### src/rtl/icache_refill_ctrl.sv
// Instruction-cache refill controller: one outstanding miss, memory read over valid/ready, single-word fill.
// Optional WAIT-state timeout with fill_err is enabled by defining ICACHE_REFILL_TIMEOUT_EN.
module icache_refill_ctrl #(
  parameter int ADDR_W  = 32,
  parameter int DATA_W  = 32,
  parameter int INDEX_W = 4,
  parameter int TIMEOUT = 255
) (
  input  logic                clk,
  input  logic                reset,
  input  logic                miss_valid,
  input  logic [ADDR_W-1:0]   miss_addr,
  output logic                miss_ready,
  output logic                mem_req_valid,
  output logic [ADDR_W-1:0]   mem_req_addr,
  input  logic                mem_req_ready,
  input  logic                mem_resp_valid,
  input  logic [DATA_W-1:0]   mem_resp_data,
  output logic                fill_we,
  output logic [INDEX_W-1:0]  fill_index,
  output logic [ADDR_W-3:0]   fill_tag,
  output logic [DATA_W-1:0]   fill_data,
  output logic                fill_done,
  output logic                fill_err,
  output logic                busy
);

  typedef enum logic [1:0] {
    IDLE  = 2'd0,
    REQ   = 2'd1,
    WAIT  = 2'd2,
    WRITE = 2'd3
  } stateT;

  stateT             stateReg;
  stateT             stateNext;
  logic [ADDR_W-3:0] blockAddrReg;
  logic [DATA_W-1:0] dataReg;
  logic              timeoutHit;
  logic              unusedBits;

  always_ff @(posedge clk) begin
    if (reset) begin
      stateReg     <= IDLE;
      blockAddrReg <= '0;
      dataReg      <= '0;
    end else begin
      stateReg <= stateNext;
      if (stateReg == IDLE && miss_valid)
        blockAddrReg <= miss_addr[ADDR_W-1:2];
      // Responses are only captured in WAIT; anything earlier is a stray beat.
      if (stateReg == WAIT && mem_resp_valid)
        dataReg <= mem_resp_data;
    end
  end

  always_comb begin
    stateNext = stateReg;
    case (stateReg)
      IDLE:    if (miss_valid) stateNext = REQ;
      REQ:     if (mem_req_ready) stateNext = WAIT;
      WAIT: begin
        if (mem_resp_valid)  stateNext = WRITE;
        else if (timeoutHit) stateNext = IDLE;
      end
      WRITE:   stateNext = IDLE;
      default: stateNext = IDLE;
    endcase
  end

  assign miss_ready    = (stateReg == IDLE);
  assign busy          = (stateReg != IDLE);
  assign mem_req_valid = (stateReg == REQ);
  assign mem_req_addr  = {blockAddrReg, 2'b00};
  assign fill_we       = (stateReg == WRITE);
  assign fill_done     = (stateReg == WRITE);
  assign fill_index    = blockAddrReg[INDEX_W-1:0];
  assign fill_tag      = blockAddrReg;
  assign fill_data     = dataReg;

`ifdef ICACHE_REFILL_TIMEOUT_EN
  localparam int CNT_W = ($clog2(TIMEOUT + 1) > 8) ? $clog2(TIMEOUT + 1) : 8;

  logic [CNT_W-1:0] waitCntReg;
  logic             errReg;

  // Limit is reached on the edge that would bring the count to TIMEOUT; a response that cycle wins.
  assign timeoutHit = (stateReg == WAIT) && !mem_resp_valid &&
                      (waitCntReg == CNT_W'(TIMEOUT - 1));

  always_ff @(posedge clk) begin
    if (reset) begin
      waitCntReg <= '0;
      errReg     <= 1'b0;
    end else begin
      errReg <= timeoutHit;
      if (stateReg != WAIT)
        waitCntReg <= '0;
      else if (!mem_resp_valid)
        waitCntReg <= waitCntReg + CNT_W'(1);
    end
  end

  assign fill_err   = errReg;
  assign unusedBits = ^miss_addr[1:0];
`else
  assign timeoutHit = 1'b0;
  assign fill_err   = 1'b0;
  assign unusedBits = ^{miss_addr[1:0], (TIMEOUT != 0)};
`endif

endmodule

### config.mk
export PLATFORM = sky130hd
export DESIGN_NAME = icache_refill_ctrl
export DESIGN_NICKNAME = d
export VERILOG_FILES = /design/src/rtl/icache_refill_ctrl.sv
export SDC_FILE = /design/constraint.sdc
export NUM_CORES = 1
export LEC_CHECK = 0
export BUFFER_PORTS_ARGS = -buffer_cell sky130_fd_sc_hd__buf_2
export CAP_MARGIN = 15
export CORE_MARGIN = 2
export CORE_UTILIZATION = 42
export DETAILED_ROUTE_END_ITERATION = 10
export GPL_TIMING_DRIVEN = 0
export PLACE_DENSITY = 0.8
export SLEW_MARGIN = 5
export SYNTH_ARGS = -nofsm -noshare
export SYNTH_HDL_FRONTEND = slang
export SYNTH_SLANG_ARGS = --single-unit
### constraint.sdc
create_clock -name clk -period 1.9 [get_ports clk]
set_input_delay 0 -clock clk [delete_from_list [all_inputs] [get_ports clk]]
set_output_delay 0 -clock clk [all_outputs]
set_load 0.005 [all_outputs]
==> results, run 1 <==
- The share of final-layout standard cells stronger than drive strength 1 is about two fifths.
- The number of hold violations in the final report is 0.
- The number of search-and-repair iterations in the first detailed-routing pass is 4.
- The leading area contributor after synthesis is sky130_fd_sc_hd__dfxtp_1.
- The class of the tightest hold or removal check is input port to flop.
- The maximum achievable frequency is 607.2 MHz.
- The remaining global-route overflow is 0.
- The number of antenna diodes in the final layout is 0.
- Setup repair after global routing left no endpoint under its margin.
- The total number of placement rows is 28.
- Setup violations remaining at the end of the flow were counted as 0.
- The category of the critical setup timing path is flop to flop.
- The final-stage net count is ~650.
- No sink is reached through more buffers than the 2 on the longest clock path.
- In this run the worst setup path begins at stateReg[0].
- The worst reg2reg path startpoint is stateReg[0].
- The via count of the routed design is 2986.
- A synthesized cell averages 7.890 um2.
- The worst hold path begins at mem_resp_valid.
- The largest individual stage delay along the critical path comes from the cell sky130_fd_sc_hd__buf_1.
- The cell area after synthesis is 0.002604 mm2.
- The number of antenna violations at the first check in global routing was 0.
- The floorplan step set the die width to ~83 um.
- In the synthesized netlist the dominant register cell turns out to be sky130_fd_sc_hd__dfxtp_1.
- The count of final max-slew check failures is 0.
- Global routing consumed, over all layers together, 23.63% of the routing resources.
- The part of the power in combinational logic is 34.5%.
- The fraction of registers with async set or reset after synthesis is 0%.
- The capture instance of the worst register-to-register path is fill_data[26].
- The root buffer cell is sky130_fd_sc_hd__clkbuf_8.
- The reported leakage power is 2.234 nW.
- After detailed routing, the number of remaining DRC violations is 0.
- The data required time at the worst endpoint is 2.16 ns.
- The critical-path maximum fanout is 10.
- Ranked by total cell area, the synthesized netlist is headed by sky130_fd_sc_hd__dfxtp_1, sky130_fd_sc_hd__nand2_1, sky130_fd_sc_hd__a21oi_1, sky130_fd_sc_hd__buf_4, sky130_fd_sc_hd__ha_1.
- The clock reaches the later pin of the worst-skew pair after 0.34 ns.
- The number of port buffers is 167.
- The area inside the core boundary is 0.005956 mm2.
- The stage delay of the slowest cell on the critical path is 0.40 ns.
- In this run, CTS created clock tree buffers numbering 9.
- The worst-case IR drop observed on VDD is 532.5 uV.
- The fraction of power spent switching nets is 30.64%.
- At the end of routability-driven placement, the weighted congestion stood at 0.7308.
- Summed over all failing endpoints, the final setup total negative slack is 0 ns.
- The worst path uses 86.68% of the clock period.
- Clock tree synthesis found a total of 64 sinks.
- The clock tree synthesis step divided the H-tree into 3 levels.
- The number of buffer and inverter instances along the worst setup path is 2.
- The cell internal power dissipation is 3.164 mW.
- The dominant delay contributor by cell family on the critical path is buffers and inverters.
- In this run, distinct cell masters in the synthesized netlist total 19.
- The initial standard-cell utilization of the core is between 40% and 50%.
- The nature of the critical path endpoint is a flop.
- The number of synthesized register bits is 64.
- The first-pass GRT wire length is roughly 12000 um.
- Summed over all nets, the switching power comes to 1.398 mW.
- The sequential element share of the synthesized area is 49.21%.
- Dividing total power by cell area gives a power density of 1039 mW/mm2.
- The floorplan step defined a die boundary enclosing 0.006845 mm2.
- The share of total power dissipated in sequential elements is 37.2%.
- The wire length after detailed routing is 8244 um.
- Measured along the y axis, the die boundary spans 82.74 um.
- For this design the top-level I/O count stands at 173.
- After detailed routing, the number of vias per cell comes to 4.580.
- The final antenna-violating net count is 0.
- The estimated wirelength of the detail-placed design is 5214 um.
- Headroom to the max-slew limit came out at 61.20%.
- The worst hold path was traced through 4 stages.
- The kind of launch point of the worst setup path is a flop.
- The number of synthesized flops with an enable pin is 0.
- Synthesis produced a netlist whose cell count is 330.
- The largest net degree at the start of global routing is 11.
- Dividing the detail-routed wire length by the instance count gives 12.64 um.
- The violation count after the first detailed-routing iteration is 114.
- The synthesized design devotes to its leading area cell type 49.21% of total area.
- Between clock sinks in the finished design, the worst skew comes to ~0.0037 ns.
- TritonCTS built the clock tree.
- The flop-to-flop setup slack is 0.25 ns.
- Yosys printed 0 warnings.
- The final critical-path required period is 1.647 ns.
- The number of violations of the max-capacitance limit is 0.
- The run finished with clean final reports.
- The post-CTS setup buffer count is 0.
- The power consumption is 4.562 mW.
- Data on the critical path arrives at its endpoint at about 1.9 ns.
- The worst hold path terminates at fill_data[0].
- The number of global-route vias before repair is between 2k and 3k.
- For the worst flop-to-flop path, the logic depth is 6.
- After clock tree synthesis, the clock-pin slew on the worst setup and hold paths is ~0.070 ns.
- The fraction of power consumed by the clock network is 28.3%.
- The worst-margin pin slew is 0.5820 ns.
- The signal on the critical path passes through inv_1 -> ha_1 -> nand2_1 -> buf_1 -> nand2_1 -> a21oi_1.
- The signed area change from the synthesized netlist to the final layout is 68.67%.
- The most numerous cell type found on the critical path is sky130_fd_sc_hd__nand2_1.
[layer usage]
layer	track usage, %	vias to the layer above	wire length (um)
met4	13.61	0	312
met2	42.42	133	4209
li1	-	1490	-
met1	24.31	1330	3038
met3	6.957	33	683
met5	0	-	0
[timing repair]
| item | in CTS | in global routing |
|---|---|---|
| hold buffers | 63 | 0 |
| gates resized for setup | 0 | 0 |
| endpoints found under the hold margin | 63 | 0 |
[cell usage in the layout (no fill, tap or decap)]
cell type                       instances
sky130_fd_sc_hd__buf_2                173
sky130_fd_sc_hd__nand2_1              126
sky130_fd_sc_hd__dfxtp_1               64
sky130_fd_sc_hd__dlygate4sd3_1         63
sky130_fd_sc_hd__a21oi_1               62
sky130_fd_sc_hd__buf_4                 41
sky130_fd_sc_hd__clkbuf_8              11
sky130_fd_sc_hd__clkbuf_1               8
sky130_fd_sc_hd__ha_1                   5
sky130_fd_sc_hd__inv_1                  4
sky130_fd_sc_hd__buf_1                  4
sky130_fd_sc_hd__conb_1                 3
sky130_fd_sc_hd__nand2b_1               2
sky130_fd_sc_hd__bufinv_16              2
sky130_fd_sc_hd__and2_2                 1
sky130_fd_sc_hd__and2_1                 1
sky130_fd_sc_hd__nor2b_4                1
sky130_fd_sc_hd__nor2b_1                1
sky130_fd_sc_hd__a211o_1                1
sky130_fd_sc_hd__mux2i_1                1
sky130_fd_sc_hd__nor4_1                 1
sky130_fd_sc_hd__a211oi_1               1
sky130_fd_sc_hd__clkinv_2               1
[cell usage after synthesis (all sizes together) (2+ instances only)]
| library cell | n |
|---|---|
| buf | 51 |
| dfxtp | 64 |
| ha | 5 |
| and2 | 2 |
| inv | 4 |
| nand2 | 126 |
| a21oi | 62 |
| nor2b | 2 |
| clkbuf | 7 |
| nand2b | 2 |
[cell families (layout without fill, tap and decap cells)]
group,after synthesis,after routing,synth area share [%]
buf+inv,62,307,15.14
mux,1,1,0.3844
compound gates,64,64,12.54
flops,64,64,49.21
simple gates,133,133,20.18
fa+ha+maj,5,5,2.403
other cells,1,3,0.1440
[final cells by class]
cell class,instances,area (um2)
buffer,58,379.1
clock buffer,12,155.1
clock inverter,3,65.06
fill,456,1564
inverter,4,15.01
multi-input combinational,206,935.9
sequential,64,1281
tap,75,93.84
timing repair buffer,230,1466
[worst register-to-register path, stage by stage, from the launching register on]
cell	delay, ns
sky130_fd_sc_hd__dfxtp_1	0.36
sky130_fd_sc_hd__inv_1	0.10
sky130_fd_sc_hd__ha_1	0.25
sky130_fd_sc_hd__nand2_1	0.16
sky130_fd_sc_hd__buf_1	0.40
sky130_fd_sc_hd__nand2_1	0.12
sky130_fd_sc_hd__a21oi_1	0.18
[through the flow]
step	area [um2]	setup WS [ns]	cells	hold WS, ns	util, %
floorplan	2611	0.5359	332	0.1360	-
CTS	4392	0.2734	652	0.07658	73.74
global placement	3541	0.3676	574	0.2402	59.45
detailed placement	3541	0.3239	574	0.2461	59.45
finish	4392	0.2531	652	0.08638	73.74
global route	4392	0.06390	652	0.08419	73.74
[sequential cells by signal, summed over array words and instances (netlist names)]
name	cells
fill_tag	30
fill_data	32
stateReg	2
[power groups by stage]
stage                     logic [mW]  registers, mW  clock network, mW
after CTS                       1.56           1.69               1.32
after global placement          1.42           1.71                  0
final                           1.57           1.70               1.29
after global routing            1.76           1.72               1.39
after detailed placement        1.45           1.72                  0
after floorplan                0.857           1.73                  0
[how the worst max path moves through the flow]
| stage | endpoint | slack [ns] | cells after the start |
|---|---|---|---|
| floorplan | stateReg[0] | 0.54 | 5 |
| global placement | fill_data[1] | 0.37 | 6 |
| global route | fill_data[27] | 0.06 | 6 |
| finish | fill_data[26] | 0.25 | 6 |
| detailed placement | fill_data[6] | 0.32 | 6 |
| CTS | fill_data[21] | 0.27 | 6 |
No activity file was read; power rests on OpenSTA's default activity.
==> run 2, diff against run 1 <==
--- a/config.mk
+++ b/config.mk
@@ -5,13 +5,13 @@
 export SDC_FILE = /design/constraint.sdc
 export NUM_CORES = 1
 export LEC_CHECK = 0
-export BUFFER_PORTS_ARGS = -buffer_cell sky130_fd_sc_hd__buf_2
 export CAP_MARGIN = 15
 export CORE_MARGIN = 2
-export CORE_UTILIZATION = 42
+export CORE_UTILIZATION = 60
 export DETAILED_ROUTE_END_ITERATION = 10
+export DONT_BUFFER_PORTS = 1
 export GPL_TIMING_DRIVEN = 0
-export PLACE_DENSITY = 0.8
+export PLACE_DENSITY = 0.76
 export SLEW_MARGIN = 5
 export SYNTH_ARGS = -nofsm -noshare
 export SYNTH_HDL_FRONTEND = slang
==> results, run 2 (synthesis results as in run 1) <==
- The routability congestion estimate is 0.7221 (-1.2%).
- The setup slack at placement is 0.3558 ns (+0.03185 ns).
- The critical path goes through inv_1 -> ha_2 -> and2_1 -> buf_2 -> nand2_1 -> a21oi_1 -> dlygate4sd3_1.
- The initial standard-cell utilization of the core is 63.72% (+20 points).
- The total placed instance area was 0.002674 mm2 (-24%).
- The remaining global-route overflow was 0 (unchanged).
- The data required time at the worst endpoint is 2.11 ns (-0.05 ns).
- The maximum clock skew at final layout came to 0.008673 ns (+0.005016 ns).
- In the layout the commonest cells are sky130_fd_sc_hd__nand2_1, sky130_fd_sc_hd__dlygate4sd3_1, sky130_fd_sc_hd__dfxtp_1.
- The maximum achievable frequency is 567.8 MHz (-6.5%).
- The antenna cell count is 0 (unchanged).
- The estimated wirelength of the detail-placed design is 4329 um (-17%).
- The number of buffers created by CTS was 9 (unchanged).
- The count of final max-slew check failures is 0 (unchanged).
- The number of port buffers was 0 (-100%).
- The average vias per placed instance is 5.216 (+14%).
- The number of antenna violations at the first check in global routing came to 0 (unchanged).
- The reported leakage power was 1.447 nW (-35%).
- The worst hold path cell count was 3 (-1).
- The global routing met3 resource utilization was 9.235% (+2.3 points).
- The area of the multi-input gates came to 938.4 um2 (+0.27%).
- The total number of placement rows is 23 (-18%).
- The number of search-and-repair iterations in the first detailed-routing pass is 5 (+1).
- The TritonCTS clock tree is yes.
- The total of endpoints with negative setup slack in the final report was 0 (unchanged).
- The flow ran to the end, and the final reports show no timing, DRC or antenna violations.
- The share of final-layout standard cells stronger than drive strength 1 is 15.46% (-24 points).
- The number of inserted filler cells in the final layout is 221 (-52%).
- The flip-flop count of the largest register, all copies and words added is 32 (unchanged).
- The number of global-route vias before repair is 2400 (-12%).
- The area enclosed by the die boundary was 0.004883 mm2 (-29%).
- The post-layout utilization of the core is 86.53% (+13 points).
- The maximum number of buffers from clock root to sink is 2 (unchanged).
- The global-route usage over all layers is 29.75% (+6.1 points).
- The area of all placed cells without fillers is 0.003536 mm2 (-19%).
- The total negative slack for setup checks is 0 ns (unchanged).
- The kind of launch point of the worst setup path is a flop.
- The arrival time of data at the critical path endpoint came to 1.97 ns (+0.06 ns).
- The global routing met2 resource utilization came to 52.06% (+9.6 points).
- The vertical extent of the die is 69.88 um (-16%).
- The sink count of the clock tree is 64 (unchanged).
- The DRC violation count after routing is 0 (unchanged).
- The met1 track demand over resource came to 32.44% (+8.1 points).
- Setup repair after global routing left no endpoint under its margin.
- The average wire per cell in the routed design is 15.47 um (+22%).
- The worst-case vdd ir drop came to 804.9 uV (+51%).
- The stage delay of the slowest cell on the critical path is 0.58 ns (+0.18 ns).
- The die boundary width was 69.88 um (-16%).
- The path depth of the worst reg2reg path is 7 (+1).
- The first-pass GRT wire length came to 11450 um (-5.4%).
- The critical-path maximum fanout is 5 (-5).
- The worst-case setup margin in the final layout is 0.1390 ns (-0.1142 ns).
- The final antenna-violating net count is 0 (unchanged).
- The area inside the core boundary came to 0.004086 mm2 (-31%).
- The combined flip-flop and latch cell area is 0.001281 mm2 (unchanged).
- The power density relative to cell area is 1153 mW/mm2 (+11%).
- The layer carrying the most global-route usage is met2.
- The violation count after the first detailed-routing iteration is 138 (+21%).
- The signed area change from the synthesized netlist to the final layout is 35.80%.
- The H-tree depth was 3 (unchanged).
- The via count of the routed design is 2420 (-19%).
- The cell with the largest stage delay on the worst path is sky130_fd_sc_hd__dlygate4sd3_1.
- The number of hold violations in the final report is 0 (unchanged).
- The wire length after detailed routing is 7176 um (-13%).
- The nature of the critical path endpoint is a flop.
- The min-delay analysis places its worst path in the category input port to flop.
- The final-stage net count is 483 (-25%).
- The I/O pin count came to 173 (unchanged).
- The CTS clock-pin slew for the worst setup and hold paths was 0.06 ns (about the same).
- The post-route fraction of the period consumed by the critical path is 92.69% (+6.0 points).
- The latest clock arrival within the worst-skew pair is 0.33 ns (about the same).
- The most frequent standard cell in the layout excluding fill and tap cells is sky130_fd_sc_hd__nand2_1.
- The largest net degree at the start of global routing is 11 (unchanged).
- The category of the critical setup timing path is flop to flop.
- The final critical-path required period is 1.761 ns (+0.1142 ns).
- The tree is rooted in a sky130_fd_sc_hd__clkbuf_8.
- The number of violations of the max-capacitance limit is 0 (unchanged).
-- run 2: final cells by class --
cell class                      count  area share [%]
Tap cell                           50           1.769
Multi-Input combinational cell    206           26.54
Inverter                            4          0.4246
Buffer                             58           10.72
Timing Repair Buffer               66           18.68
Sequential cell                    64           36.24
Clock buffer                       13           4.494
Clock inverter                      3           1.132
-- run 2: metrics by stage --
step | hold slack [ns] | power [mW] | instances
2_1_floorplan | 0.1360 | 2.583 | 332
3_3_place_gp | 0.1370 | 2.775 | 382
3_5_place_dp | 0.1425 | 2.810 | 382
4_1_cts | 0.004389 | 4.070 | 464
5_1_grt | 0.02178 | 4.312 | 464
6_report | 0.01718 | 4.078 | 464
-- run 2: final timing paths --
path                               startpoint             to  slack [ns]
worst max-delay path              stateReg[0]  fill_data[31]        0.14
worst min-delay path            mem_req_ready    stateReg[0]        0.02
worst max register to register    stateReg[0]  fill_data[31]        0.14
worst min register to register  fill_data[19]  fill_data[19]        0.48
-- run 2: timing repair --
| action | CTS | global route |
|---|---|---|
| buffers inserted | 0 | 0 |
| hold buffers | 66 | 0 |
| setup endpoints to repair | 0 | 2 |
| resized for setup | 0 | 1 |
| endpoints found under the hold margin | 64 | 0 |
-- run 2: report_power, final --
part / total, mW / leakage [nW] / switching [mW] / internal (mW)
logic: 1.16 / 0.822 / 0.615 / 0.547
registers: 1.76 / 0.521 / 0.206 / 1.55
clock network: 1.16 / 0.103 / 0.482 / 0.675
-- run 2: critical path, delay by kind of cell, from the launching register on --
kind	cells	cell delay, ns
buffers and inverters	3	0.82
adder cells (fa/ha/maj)	1	0.21
flip-flops	1	0.36
AND/OR/NAND/NOR	2	0.20
AO/OA/AOI/OAI	1	0.06
-- run 2: routing by layer --
metal,wire (um),part of all wire [%]
met5,0,0
met4,132,1.8
met3,657,9.2
met2,3752,52
met1,2632,37
==> run 3, diff against run 2 <==
--- a/config.mk
+++ b/config.mk
@@ -10,7 +10,6 @@
 export CORE_UTILIZATION = 60
 export DETAILED_ROUTE_END_ITERATION = 10
 export DONT_BUFFER_PORTS = 1
-export GPL_TIMING_DRIVEN = 0
 export PLACE_DENSITY = 0.76
 export SLEW_MARGIN = 5
 export SYNTH_ARGS = -nofsm -noshare
==> results, run 3 (synthesis results as in run 1) <==
- The flow ran to the end, and the final reports show no timing, DRC or antenna violations.
- The number of search-and-repair iterations in the first detailed-routing pass is 4 (-1).
- STA classifies the critical path startpoint as a flop.
- The flip-flop count of the largest register, all copies and words added is 32 (unchanged).
- The total negative slack for setup checks is 0 ns (unchanged).
- The arrival time of data at the critical path endpoint came to 1.87 ns (-0.10 ns).
- In the layout the commonest cells are sky130_fd_sc_hd__nand2_1, sky130_fd_sc_hd__dfxtp_1, sky130_fd_sc_hd__dlygate4sd3_1.
- The global-route usage over all layers is 24.81% (-4.9 points).
- The share of final-layout standard cells stronger than drive strength 1 came to 5.602% (-9.9 points).
- The remaining global-route overflow is 0 (unchanged).
- The latest clock arrival within the worst-skew pair is 0.32 ns (about the same).
- The class of the tightest hold or removal check is input port to flop.
- The area inside the core boundary was 0.004086 mm2 (unchanged).
- The maximum clock skew at final layout is 0.004810 ns (-0.003863 ns).
- Measured against its own limit, the worst slew margin works out to 63.11%.
- The worst-case vdd ir drop is 783.8 uV (-2.6%).
- The estimated wirelength of the detail-placed design came to 3488 um (-19%).
- The power density relative to cell area came to 1196 mW/mm2 (+3.7%).
- The via count of the routed design came to 2170 (-10%).
- The critical-path maximum fanout came to 30 (+25).
- For the pin with the worst max-slew slack, the measured transition is ~0.55 ns.
- Traced cell by cell, the critical path runs through inv_1 -> ha_1 -> and2_2 -> nand2_1 -> a21oi_1.
- The final critical-path required period is 1.625 ns (-0.1359 ns).
- The routed length on met2 was 3361 um (-10%).
- The number of hold violations in the final report was 0 (unchanged).
- The library cell used most frequently in the layout, excluding fill and tap cells, is sky130_fd_sc_hd__nand2_1.
- The number of port buffers is 0 (unchanged).
- The area enclosed by the die boundary came to 0.004883 mm2 (unchanged).
- The first-pass GRT wire length is 9577 um (-16%).
- The largest net degree at the start of global routing was 66 (+55).
- The number of buffers created by CTS is 9 (unchanged).
- The data required time at the worst endpoint is 2.15 ns (+0.04 ns).
- The TritonCTS clock tree is yes.
- The highest metal layer carrying signal wires in the routed design is met4.
- The number of buffer and inverter instances along the worst setup path is 1 (-2).
- The flop-to-flop setup slack is 0.27 ns (+0.14 ns).
- The maximum achievable frequency came to 615.3 MHz (+8.4%).
- The root buffer cell is sky130_fd_sc_hd__clkbuf_8.
- The signed area change from the synthesized netlist to the final layout is 21.91%.
- The H-tree depth is 3 (unchanged).
- The count of final max-slew check failures came to 0 (unchanged).
- The number of antenna violations at the first check in global routing is 0 (unchanged).
- The total of endpoints with negative setup slack in the final report came to 0 (unchanged).
- Among cell families on the critical path, the largest total delay comes from simple AND/OR/NAND/NOR gates.
- The average wire per cell in the routed design is 15.33 um (-0.87%).
- The wire length the detailed router placed on met1 is 2217 um (-16%).
- The setup slack at placement is 0.2946 ns (-0.06119 ns).
- The die boundary width was 69.88 um (unchanged).
- STA classifies the critical path endpoint as a flop.
- The reported leakage power is 1.200 nW (-17%).
- The number of global-route vias before repair is 2129 (-11%).
- Setup repair after global routing left no endpoint under its margin.
- The total number of placement rows is 23 (unchanged).
- The wire length after detailed routing was 6240 um (-13%).
- The DRC violation count after routing is 0 (unchanged).
- The CTS clock-pin slew for the worst setup and hold paths is 0.06 ns (about the same).
- The routability congestion estimate came to 0.7423 (+2.8%).
- The amount of wire on met3 after detailed routing is 549 um (-16%).
- The final-stage net count is 426 (-12%).
- The post-layout utilization of the core came to 77.68% (-8.8 points).
- The vertical extent of the die is 69.88 um (unchanged).
- The post-route fraction of the period consumed by the critical path was 85.53% (-7.2 points).
- The stage delay of the slowest cell on the critical path is 0.55 ns (-0.03 ns).
- The category of the critical setup timing path is flop to flop.
- The average vias per placed instance is 5.332 (+2.2%).
- The antenna cell count was 0 (unchanged).
- The worst-case setup margin in the final layout is 0.2749 ns (+0.1359 ns).
- The slowest stage of the critical path belongs to the cell sky130_fd_sc_hd__and2_2.
- The I/O pin count is 173 (unchanged).
- The final antenna-violating net count is 0 (unchanged).
- The number of violations of the max-capacitance limit was 0 (unchanged).
- The violation count after the first detailed-routing iteration is 97 (-30%).
- The initial standard-cell utilization of the core came to 63.72% (unchanged).
- The post-CTS resize count is 0 (unchanged).
- The maximum number of buffers from clock root to sink is 2 (unchanged).
- The sink count of the clock tree is 64 (unchanged).
==> run 3: changes by cell type in the layout (fill, tap and decap cells not counted), sizes merged <==
cell	previous run	this run
dlygate4sd3	66	63
buf	51	4
clkbuf	20	13
==> run 3: where the power goes <==
group	internal [mW]	switching, mW	total [mW]
Combinational	0.350	0.526	0.876
Sequential	1.55	0.222	1.78
Clock	0.675	0.470	1.14
Total	2.58	1.22	3.80
==> run 3: cell type report <==
type                    count  area (um2)
clock buffers              13       158.9
clock inverters             3       40.04
fillers                   259       912.1
inverters                   4       15.01
multi-input cells         206       935.9
flip-flops and latches     64        1281
well taps                  50       62.56
repair buffers             67       680.7
==> run 3: final timing paths <==
check                     start             to  depth (start not counted)
setup / recovery    stateReg[0]   fill_tag[10]                          5
hold / removal            reset   fill_data[6]                          2
setup reg to reg    stateReg[0]   fill_tag[10]                          5
hold reg to reg   fill_data[24]  fill_data[24]                          2
==> run 3: repair_timing <==
item / CTS / global route
hold buffers: 64 / 0
endpoints found under the hold margin: 64 / 0
setup buffers: 0 / 0
==> run 3: through the flow <==
stage               total power, mW  instances  hold slack [ns]  instance area [um2]
finish                        3.796        407          0.01751                 3174
global route                  4.020        407          0.02045                 3174
CTS                           3.809        407          0.01018                 3174
detailed placement            2.540        327          0.07583                 2317
global placement              2.501        327          0.07362                 2317
floorplan                     2.583        332           0.1360                 2611
==> run 3: routing by layer <==
metal / up-vias / track usage (%)
met3: 14 / 9.380
li1: 1052 / -
met1: 989 / 25.35
met5: - / 0
met4: 0 / 11.54
met2: 115 / 44.44
